===== src/rtl/multicycle_seq.sv =====
// multicycle_seq: FETCH/DECODE/EXEC/WB sequencer for the multi-cycle RV32 datapath.
// Drives the PC/IR/register-file strobes, ALU source/op selects, the
// instruction-memory handshake, halt detection and a saturating retire counter.
module multicycle_seq #(
  parameter int unsigned CNT_W = 32
) (
  input  logic             clk_i,
  input  logic             rst_i,
  input  logic             start_i,
  input  logic [31:0]      instr_i,
  input  logic             imem_ready_i,
  output logic             imem_req_o,
  output logic             ir_we_o,
  output logic             pc_we_o,
  output logic             reg_we_o,
  output logic             alu_src_o,
  output logic [1:0]       alu_op_o,
  output logic             busy_o,
  output logic             halted_o,
  output logic             illegal_o,
  output logic [CNT_W-1:0] retired_o
);

  localparam logic [6:0] OPC_R = 7'b0110011;
  localparam logic [6:0] OPC_I = 7'b0010011;

  typedef enum logic [2:0] {
    S_IDLE   = 3'd0,
    S_FETCH  = 3'd1,
    S_DECODE = 3'd2,
    S_EXEC   = 3'd3,
    S_WB     = 3'd4,
    S_HALT   = 3'd5
  } state_t;

  state_t           r_state;
  state_t           w_next;
  logic             r_alu_src;
  logic [1:0]       r_alu_op;
  logic             r_illegal;
  logic [CNT_W-1:0] r_retired;

  logic             w_load_alu;
  logic             w_alu_src_nxt;
  logic [1:0]       w_alu_op_nxt;
  logic             w_set_illegal;
  logic             w_retire;
  logic [6:0]       w_opcode;

  assign w_opcode = instr_i[6:0];

  // State register; reset parks the sequencer in IDLE from any state.
  always_ff @(posedge clk_i) begin
    if (rst_i) begin
      r_state <= S_IDLE;
    end else begin
      r_state <= w_next;
    end
  end

  // Next-state decode plus the combinational strobes and register-update enables.
  always_comb begin
    w_next        = r_state;
    imem_req_o    = 1'b0;
    ir_we_o       = 1'b0;
    pc_we_o       = 1'b0;
    reg_we_o      = 1'b0;
    w_load_alu    = 1'b0;
    w_alu_src_nxt = r_alu_src;
    w_alu_op_nxt  = r_alu_op;
    w_set_illegal = 1'b0;
    w_retire      = 1'b0;
    case (r_state)
      S_IDLE: begin
        if (start_i) w_next = S_FETCH;
      end
      S_FETCH: begin
        imem_req_o = 1'b1;
        if (imem_ready_i) begin
          ir_we_o = 1'b1;
          w_next  = S_DECODE;
        end
      end
      S_DECODE: begin
        if (instr_i == 32'h0000_0000) begin
          w_next = S_HALT;
        end else if (w_opcode == OPC_R) begin
          w_load_alu    = 1'b1;
          w_alu_src_nxt = 1'b0;
          w_alu_op_nxt  = 2'b10;
          w_next        = S_EXEC;
        end else if (w_opcode == OPC_I) begin
          w_load_alu    = 1'b1;
          w_alu_src_nxt = 1'b1;
          w_alu_op_nxt  = 2'b11;
          w_next        = S_EXEC;
        end else begin
          // Unsupported opcode: skip it by advancing the PC, no writeback.
          pc_we_o       = 1'b1;
          w_set_illegal = 1'b1;
          w_next        = start_i ? S_FETCH : S_IDLE;
        end
      end
      S_EXEC: begin
        w_next = S_WB;
      end
      S_WB: begin
        reg_we_o = 1'b1;
        pc_we_o  = 1'b1;
        w_retire = 1'b1;
        w_next   = start_i ? S_FETCH : S_IDLE;
      end
      S_HALT: begin
        w_next = S_HALT;
      end
      default: begin
        w_next = S_IDLE;
      end
    endcase
  end

  // ALU selects, sticky illegal flag and saturating retire counter.
  always_ff @(posedge clk_i) begin
    if (rst_i) begin
      r_alu_src <= 1'b0;
      r_alu_op  <= 2'b00;
      r_illegal <= 1'b0;
      r_retired <= '0;
    end else begin
      if (w_load_alu) begin
        r_alu_src <= w_alu_src_nxt;
        r_alu_op  <= w_alu_op_nxt;
      end
      if (w_set_illegal) r_illegal <= 1'b1;
      if (w_retire && (r_retired != {CNT_W{1'b1}})) begin
        r_retired <= r_retired + CNT_W'(1);
      end
    end
  end

  assign alu_src_o = r_alu_src;
  assign alu_op_o  = r_alu_op;
  assign illegal_o = r_illegal;
  assign retired_o = r_retired;
  assign busy_o    = (r_state != S_IDLE) && (r_state != S_HALT);
  assign halted_o  = (r_state == S_HALT);

endmodule


===== config.mk =====
export PLATFORM = sky130hd
export DESIGN_NAME = multicycle_seq
export DESIGN_NICKNAME = d
export VERILOG_FILES = /design/src/rtl/multicycle_seq.sv
export SDC_FILE = /design/constraint.sdc
export NUM_CORES = 1
export LEC_CHECK = 0
export CORE_MARGIN = 2
export CORE_UTILIZATION = 33
export CTS_CLUSTER_SIZE = 14
export DETAILED_ROUTE_END_ITERATION = 8
export SLEW_MARGIN = 10
export SYNTH_ARGS = -nofsm -noshare
export SYNTH_HDL_FRONTEND = slang
export SYNTH_SLANG_ARGS = --single-unit

===== constraint.sdc =====
create_clock -name clk_i -period 4.72 [get_ports clk_i]
set_input_delay 0.944 -clock clk_i [delete_from_list [all_inputs] [get_ports clk_i]]
set_output_delay 0.944 -clock clk_i [all_outputs]
set_load 0.02 [all_outputs]

# Word-level counts from Yosys, hierarchy flattened
# Cells that the tools add are included.
[totals] register_bits=39 latchBits=0 mem_bits_rw=0 romBits=0 in_bits=36 out_inout_bits=42 word_cells=50 memories=0
[op_classes] addsub=1 multipliers=0 div_mod_pow=0 magnitude_cmp=0 eq_ne=11 shift=0 muxes=24 bitwise_logic=1 n_reduce_logical=8
[op_table] cell="$add A32 B1 Y32 const B" n=1
[op_table] cell="$logic_not A32 Y1" n=1
[op_table] cell="$ne A32 B32 Y1 const B" n=1
[op_table] cell="$pmux W3 S6" n=1
[op_table] cell="$mux W1" n=15
[op_table] cell="$mux W3" n=3
[op_table] cell="$mux W2" n=4
[op_table] cell="$eq A7 B5 Y1 const B" n=1
[op_table] cell="$eq A7 B6 Y1 const B" n=1
[op_table] cell="$eq A3 B2 Y1 const B" n=2
[op_table] cell="$eq A3 B3 Y1 const B" n=2
[op_table] cell="$ne A2 B2 Y1 const B" n=2
[op_table] cell="$reduce_and A4 Y1" n=1
[op_table] cell="$eq A3 B1 Y1 const B" n=1
[op_table] cell="$logic_not A3 Y1" n=1
[op_table] cell="$ne A3 B3 Y1 const B" n=1
[op_table] cell="$reduce_bool A3 Y1" n=1
[op_table] cell="$logic_and A1 B1 Y1" n=2
[op_table] cell="$pmux W1 S2" n=1
[op_table] cell="$reduce_and A2 Y1" n=1
[op_table] cell="$reduce_bool A2 Y1" n=1
[op_table] cell="$not A1 Y1" n=1

# Longest topological paths before layout
# Gate-level depths: netlist of the first run.
[depth] word_depth=6 mapped_depth=8 ltp_nobuf=6

# Least setup slack after synthesis of the first run
# No wires, ideal clock.
[synth_path] kind="input-to-output" start="in instr_i[19]" end="out pc_we_o" arrival_time_ns=1.899 required_ns=3.776 setup_slack_ns=1.877 path_stages=5 path_buffers=0 cell_sequence="nor4_1 -> nand3_1 -> or3_1 -> nand3_1 -> a21oi_1"
[synth_via] elab_chain_cells=3
[synth_rtl] item="start: declaration" line_no="10" text="input logic [31:0] instr_i,"
[synth_rtl] item="$logic_not A32 Y1" line_no="85" text="if (instr_i == 32'h0000_0000) begin"
[synth_rtl] item="$mux W1" line_no="85"
[synth_rtl] item="$pmux W1 S2" line_no="73" text="case (r_state)"
[synth_rtl] item="end: declaration" line_no="14" text="output logic pc_we_o,"
# No other way between the ends.

# Final worst setup path of the first run
[layout_path] start="in instr_i[0]" end="out pc_we_o"
[layout_via] elab_chain_cells=5 word_cells_on_any_way=7 classes_between="eq/ne (2); mux (4); reduce/logical (1)"
[layout_rtl] item="$eq A7 B5 Y1" line_no="92" text="end else if (w_opcode == OPC_I) begin"
[layout_rtl] item="$mux W1" line_no="92"
[layout_rtl] item="$mux W1" line_no="87" text="end else if (w_opcode == OPC_R) begin"
[layout_rtl] item="$mux W1 *" line_no="85"
[layout_rtl] item="$pmux W1 S2 *" line_no="73"
# Every way passes the cells marked *; elsewhere a longest branch is shown, timed or not.

==> results.json, run 1 <==
{
  "yosysMostFrequentCell": "dfxtp_1",
  "cts_resized": 0,
  "startpoint_type": "primary input",
  "rsz0062_at_grt": "false",
  "p_clk_share_pct": 42.3,
  "p_leak_nw": 0.905,
  "yosysSeqAreaShare_pct": 36.4,
  "grt_max_degree": 40,
  "setup_viol": 0,
  "track_usage_pct": 16.0,
  "syn_area_um2": 2090,
  "status": "finished, final reports clean",
  "fin_setup_tns_ps": 0,
  "clockBufferDepth": 2,
  "start_util_pct": 34.7,
  "fin_nets": 369,
  "route.met3.wl_um": 285,
  "slowest_delay_ps": 550,
  "path_depth": 7,
  "yosysTopAreaCellShare_pct": 36.4,
  "die_w_um": 83.6,
  "critPathArrivalTime_ps": 2900,
  "cts_made_buffers": 5,
  "vias": 2233,
  "ir_drop_mv": 0.116,
  "final_area_um2": 3010,
  "clk_pin_slew_worst_paths_ps": 60,
  "critPathSlowestCell": "clkdlybuf4s50_1",
  "first_pass_iters": 4,
  "switching_share_pct": 20.7,
  "drtIter0Drc": 103,
  "ioPinCount": 78,
  "min_path_type": "reg2reg",
  "placed_cell_area_um2": 2900,
  "power_switching_mw": 0.138,
  "power.internal_mw": 0.529,
  "diodes": 0,
  "crit_path_cell_trace": "clkdlybuf4s50_1 > nor4_1 > nand4_1 > or3_1 > nand3_1 > a21oi_1 > clkdlybuf4s50_1",
  "worst_path_dominant_cell_family": "buffers and inverters",
  "syn_nets": 297,
  "total_power_mw": 0.667,
  "die-area_um2": 6990,
  "htree_num_levels": 2,
  "die_y_um": 83.6,
  "cts_tree": "yes",
  "cpMostUsedCell": "clkdlybuf4s50_1",
  "synth-edff-count": 0,
  "synth_common_cells": "dfxtp_1 (38), a21oi_1 (35), nand3_1 (16), or4_1 (16), o31ai_1 (15)",
  "synth_ff_type": "dfxtp_1",
  "path_buf_inv": 2,
  "worst_r2r_path_depth": 5,
  "p_comb_share_pct": 8.9,
  "post_drt_via_cell_ratio": 5.49,
  "dr_wl_met2_um": 2590,
  "routed_wl_um": 5520,
  "antenna_left": 0,
  "path_class": "in2out",
  "numClockSinks": 38,
  "grt_pass1_wl_um": 9530,
  "wl_per_cell_um": 13.6,
  "core_area_um2": 6030,
  "powerDensity_nw_per_um2": 221,
  "slew_violations": 0,
  "crit_fanout": 2,
  "hold_ws_ps": 456,
  "cp.required_ps": 3780,
  "slew_headroom_pct": 55.6,
  "grt_overflow": 0,
  "clock.fmax_mhz": 260,
  "ys_ff_latch": 38,
  "rows": 28,
  "synth_top_area_cell": "dfxtp_1",
  "cts_setup_buffers": 0,
  "synth_cells": 260,
  "synth-async-reset-ratio_pct": 0,
  "synth_area_leaders": "dfxtp_1 (36%), a21oi_1 (8.4%), or4_1 (5.7%)",
  "end_kind": "output port",
  "drcViolationCount": 0,
  "synthDistinctLibCells": 44,
  "grt_pass1_vias": 2078,
  "yosys_warnings": 0,
  "synthToLayoutAreaGrowth_pct": 44.0,
  "cap_violations": 0,
  "antenna_found_initial": 0,
  "drive_gt1_share_pct": 6.63,
  "fin_crit_sh_pct": 81.4,
  "skew_ps": 9.93,
  "highest_layer": "met4",
  "post-dp-hpwl_um": 4050,
  "syn_area_per_cell_um2": 8.04,
  "finalHoldViolations": 0,
  "clock_latency_ps": 290,
  "period_minus_slack_ps": 3840,
  "tightest_slew_ps": 663,
  "met1Wirelength_um": 2590,
  "gp_congestion": 0.763,
  "hold_path_depth": 2,
  "io_buffers": 77,
  "p_seq_share_pct": 48.7,
  "hold_buffers": 0,
  "cts-root-buf": "clkbuf_8"
}
==> layer usage <==
metal,track usage [%],vias to the layer above
met5,0,-
met4,4.84,0
met3,3.66,5
met2,26.5,58
met1,20.7,1033
li1,-,1137
==> kinds of logic after synthesis <==
| kind of cell | after synthesis | share of synthesized area (%) |
|---|---|---|
| mux | 3 | 1.56 |
| simple gates | 121 | 34.4 |
| fa+ha+maj | 1 | 0.598 |
| flops | 38 | 36.4 |
| xor+xnor | 1 | 0.419 |
| compound gates | 71 | 21.3 |
| buf+inv | 25 | 5.39 |
==> stage by stage <==
stage	cells	util [%]	setup WS (ps)
global placement	400	48.1	839
CTS	407	50.0	845
finish	407	50.0	878
global route	407	50.0	663
detailed placement	400	48.1	852
floorplan	260	-	1880
==> power groups by stage <==
stage	logic, mW	clock network (mW)	registers, mW
6_report	0.0596	0.282	0.325
5_1_grt	0.0645	0.303	0.325
4_1_cts	0.0605	0.289	0.325
3_5_place_dp	0.0602	0	0.332
3_3_place_gp	0.0599	0	0.333
2_1_floorplan	0.0228	0	0.331
==> registers in the layout, indices dropped and copies added, names as in the netlist <==
register,count
r_state,3
alu_op_o,2
retired_o,32
illegal_o,1
==> cells in the final DEF, fill, tap and decap left out, drive strengths merged, types with 8 or more instances in the layout <==
cell,instances
nor2,12
nand3,16
nand4,11
dfxtp,38
clkdlybuf4s50,77
nor4,8
o21ai,11
nand2,12
or4,17
or3,13
nor3,9
inv,11
o31ai,15
a21oi,35
==> path summary, 6_finish.rpt <==
kind                from            end  slack, ps
max reg2reg   r_state[2]  retired_o[26]       2160
min          alu_op_o[1]    alu_op_o[1]        460
max           instr_i[0]        pc_we_o        880
min reg2reg  alu_op_o[1]    alu_op_o[1]        460
==> layout make-up <==
| type | instances | area, µm² |
|---|---|---|
| clock buffers | 6 | 82.6 |
| well taps | 75 | 93.8 |
| fillers | 592 | 3010 |
| inverters | 11 | 41.3 |
| flip-flops and latches | 38 | 761 |
| repair buffers | 79 | 786 |
| multi-input cells | 197 | 1220 |
| clock inverters | 1 | 30.0 |
==> tightest hold or removal path: stages (launching register included) <==
cell and delay (ps):
dfxtp_1 310, inv_1 50, a21oi_1 50
Power figures use the tool's default switching activity.
==> inputs of run 2 (changes only) <==
==> constraint.sdc (replaced) <==
create_clock -name clk_i -period 3.6 [get_ports clk_i]
set_input_delay 0.72 -clock clk_i [delete_from_list [all_inputs] [get_ports clk_i]]
set_output_delay 0.72 -clock clk_i [all_outputs]
set_load 0.02 [all_outputs]
==> run 2 against run 1 <==
  * Final area decreased by 0.71%
  * Die area unchanged
  * Worst setup slack got worse by 670 ps
  * Hold slack improved by 7.7 ps
  * Total power increased by 21%
  * Register-to-register slack got worse by 1100 ps
  * Critical path depth unchanged
  * Highest routed layer unchanged
==> results.json, run 2 (synthesis gave the netlist of run 1 again) <==
{
  "cts-root-buf": "clkbuf_8",
  "start_util_pct": 34.7,
  "cts_tree": "yes",
  "ir_drop_mv": 0.137,
  "rsz0062_at_grt": "false",
  "worst_r2r_path_depth": 5,
  "numClockSinks": 38,
  "post_drt_via_cell_ratio": 5.44,
  "cts_setup_buffers": 0,
  "clock_latency_ps": 290,
  "diodes": 0,
  "final_cells": 408,
  "grt_overflow": 0,
  "grt_pass1_vias": 2050,
  "wl_per_cell_um": 13.4,
  "cts_made_buffers": 5,
  "track_usage_pct": 15.8,
  "slowest_delay_ps": 550,
  "slew_violations": 0,
  "crit_fanout": 2,
  "cp.required_ps": 2880,
  "grt_pass1_wl_um": 9390,
  "ioPinCount": 78,
  "die-area_um2": 6990,
  "cap_violations": 0,
  "r2r-start": "r_state[2]",
  "antenna_left": 0,
  "drcViolationCount": 0,
  "core_area_um2": 6030,
  "slew_headroom_pct": 59.8,
  "setup_viol": 0,
  "routed_wl_um": 5490,
  "cts_resized": 0,
  "first_pass_iters": 4,
  "layout_common_cells": "clkdlybuf4s50_1 (77), dfxtp_1 (38), a21oi_1 (35)",
  "fin_nets": 369,
  "drtIter0Drc": 111,
  "finalHoldViolations": 0,
  "largest_reg_flops": 32,
  "status": "finished, final reports clean",
  "min_path_type": "reg2reg",
  "io_buffers": 77,
  "crit_path_cell_trace": "clkdlybuf4s50_1 > nor4_1 > nand4_1 > or3_1 > nand3_1 > a21oi_1 > clkdlybuf4s50_1",
  "drive_gt1_share_pct": 6.61,
  "p_leak_nw": 0.896,
  "clock.fmax_mhz": 295,
  "die_y_um": 83.6,
  "clk_pin_slew_worst_paths_ps": 70,
  "vias": 2219,
  "hold_buffers": 0,
  "path_depth": 7,
  "r2r_setup_slack_ps": 1020,
  "cpMostUsedCell": "clkdlybuf4s50_1",
  "post-dp-hpwl_um": 4050,
  "grt_max_degree": 42,
  "worst_path_dominant_cell_family": "buffers and inverters",
  "fin_setup_tns_ps": 0,
  "tightest_slew_ps": 598,
  "regArea_um2": 761,
  "htree_num_levels": 2,
  "setup.worst_path.end": "pc_we_o",
  "period_minus_slack_ps": 3390,
  "nFillCells": 605,
  "critPathSlowestCell": "clkdlybuf4s50_1",
  "r2r-end": "retired_o[26]",
  "path_buf_inv": 2,
  "startpoint_type": "primary input",
  "path_class": "in2out",
  "skew_ps": 9.39,
  "multi_input_area_um2": 1220,
  "final_common_cell": "clkdlybuf4s50_1",
  "crit_start": "instr_i[0]",
  "die_w_um": 83.6,
  "powerDensity_nw_per_um2": 269,
  "fin_crit_sh_pct": 94.2,
  "antenna_found_initial": 0,
  "synthToLayoutAreaGrowth_pct": 43.0,
  "rows": 28,
  "placedCellCount": 400,
  "clockBufferDepth": 2,
  "critPathArrivalTime_ps": 2670,
  "gp_congestion": 0.742,
  "end_kind": "output port"
}
==> run 2: how the worst min path moves through the flow <==
stage / to / depth (start not counted) / from / slack (ps)
floorplan: alu_op_o[1] / 2 / alu_op_o[1] / 520
global placement: alu_op_o[1] / 2 / alu_op_o[1] / 440
detailed placement: alu_op_o[1] / 2 / alu_op_o[1] / 460
CTS: alu_op_o[1] / 2 / alu_op_o[1] / 470
global route: alu_op_o[1] / 2 / alu_op_o[1] / 510
finish: alu_op_o[1] / 2 / alu_op_o[1] / 460
==> run 2: report_power, final <==
group          internal, mW  switching [mW]
clock                 0.154           0.146
sequential            0.422         0.00382
combinational        0.0493          0.0290
total                 0.626           0.178
==> run 2: layout make-up <==
type | instances | area share (%)
Inverter | 11 | 1.38
Tap cell | 75 | 3.14
Multi-Input combinational cell | 197 | 40.7
Timing Repair Buffer | 79 | 26.3
Sequential cell | 38 | 25.4
Clock inverter | 1 | 0.167
Clock buffer | 7 | 2.89
==> run 2: worst register-to-register path: stages, from the launching register on <==
cell	delay, ps
dfxtp_1	480
or3b_4	570
or4_4	600
a211oi_4	330
nand4_1	160
mux2_1	320
==> run 2: per-layer routing <==
metal	part of all wire, %	vias to the layer above	wire length, µm	track usage [%]
li1	-	1133	-	-
met1	46	1017	2500	20.1
met2	47	63	2570	25.9
met3	6.0	6	328	4.25
met4	1.5	0	81	5.28
met5	0	-	0	0
==> run 2: through the flow <==
stage                     util (%)  hold slack (ps)  cell area (µm²)  setup slack, ps  total power, mW
after floorplan                  -              522             2090             1200            0.464
after global placement        48.1              441             2900              164            0.515
after detailed placement      48.1              457             2900              199            0.515
after CTS                     49.6              470             2990              191            0.818
after global routing          49.6              509             2990             63.4            0.840
final                         49.6              464             2990              207            0.804
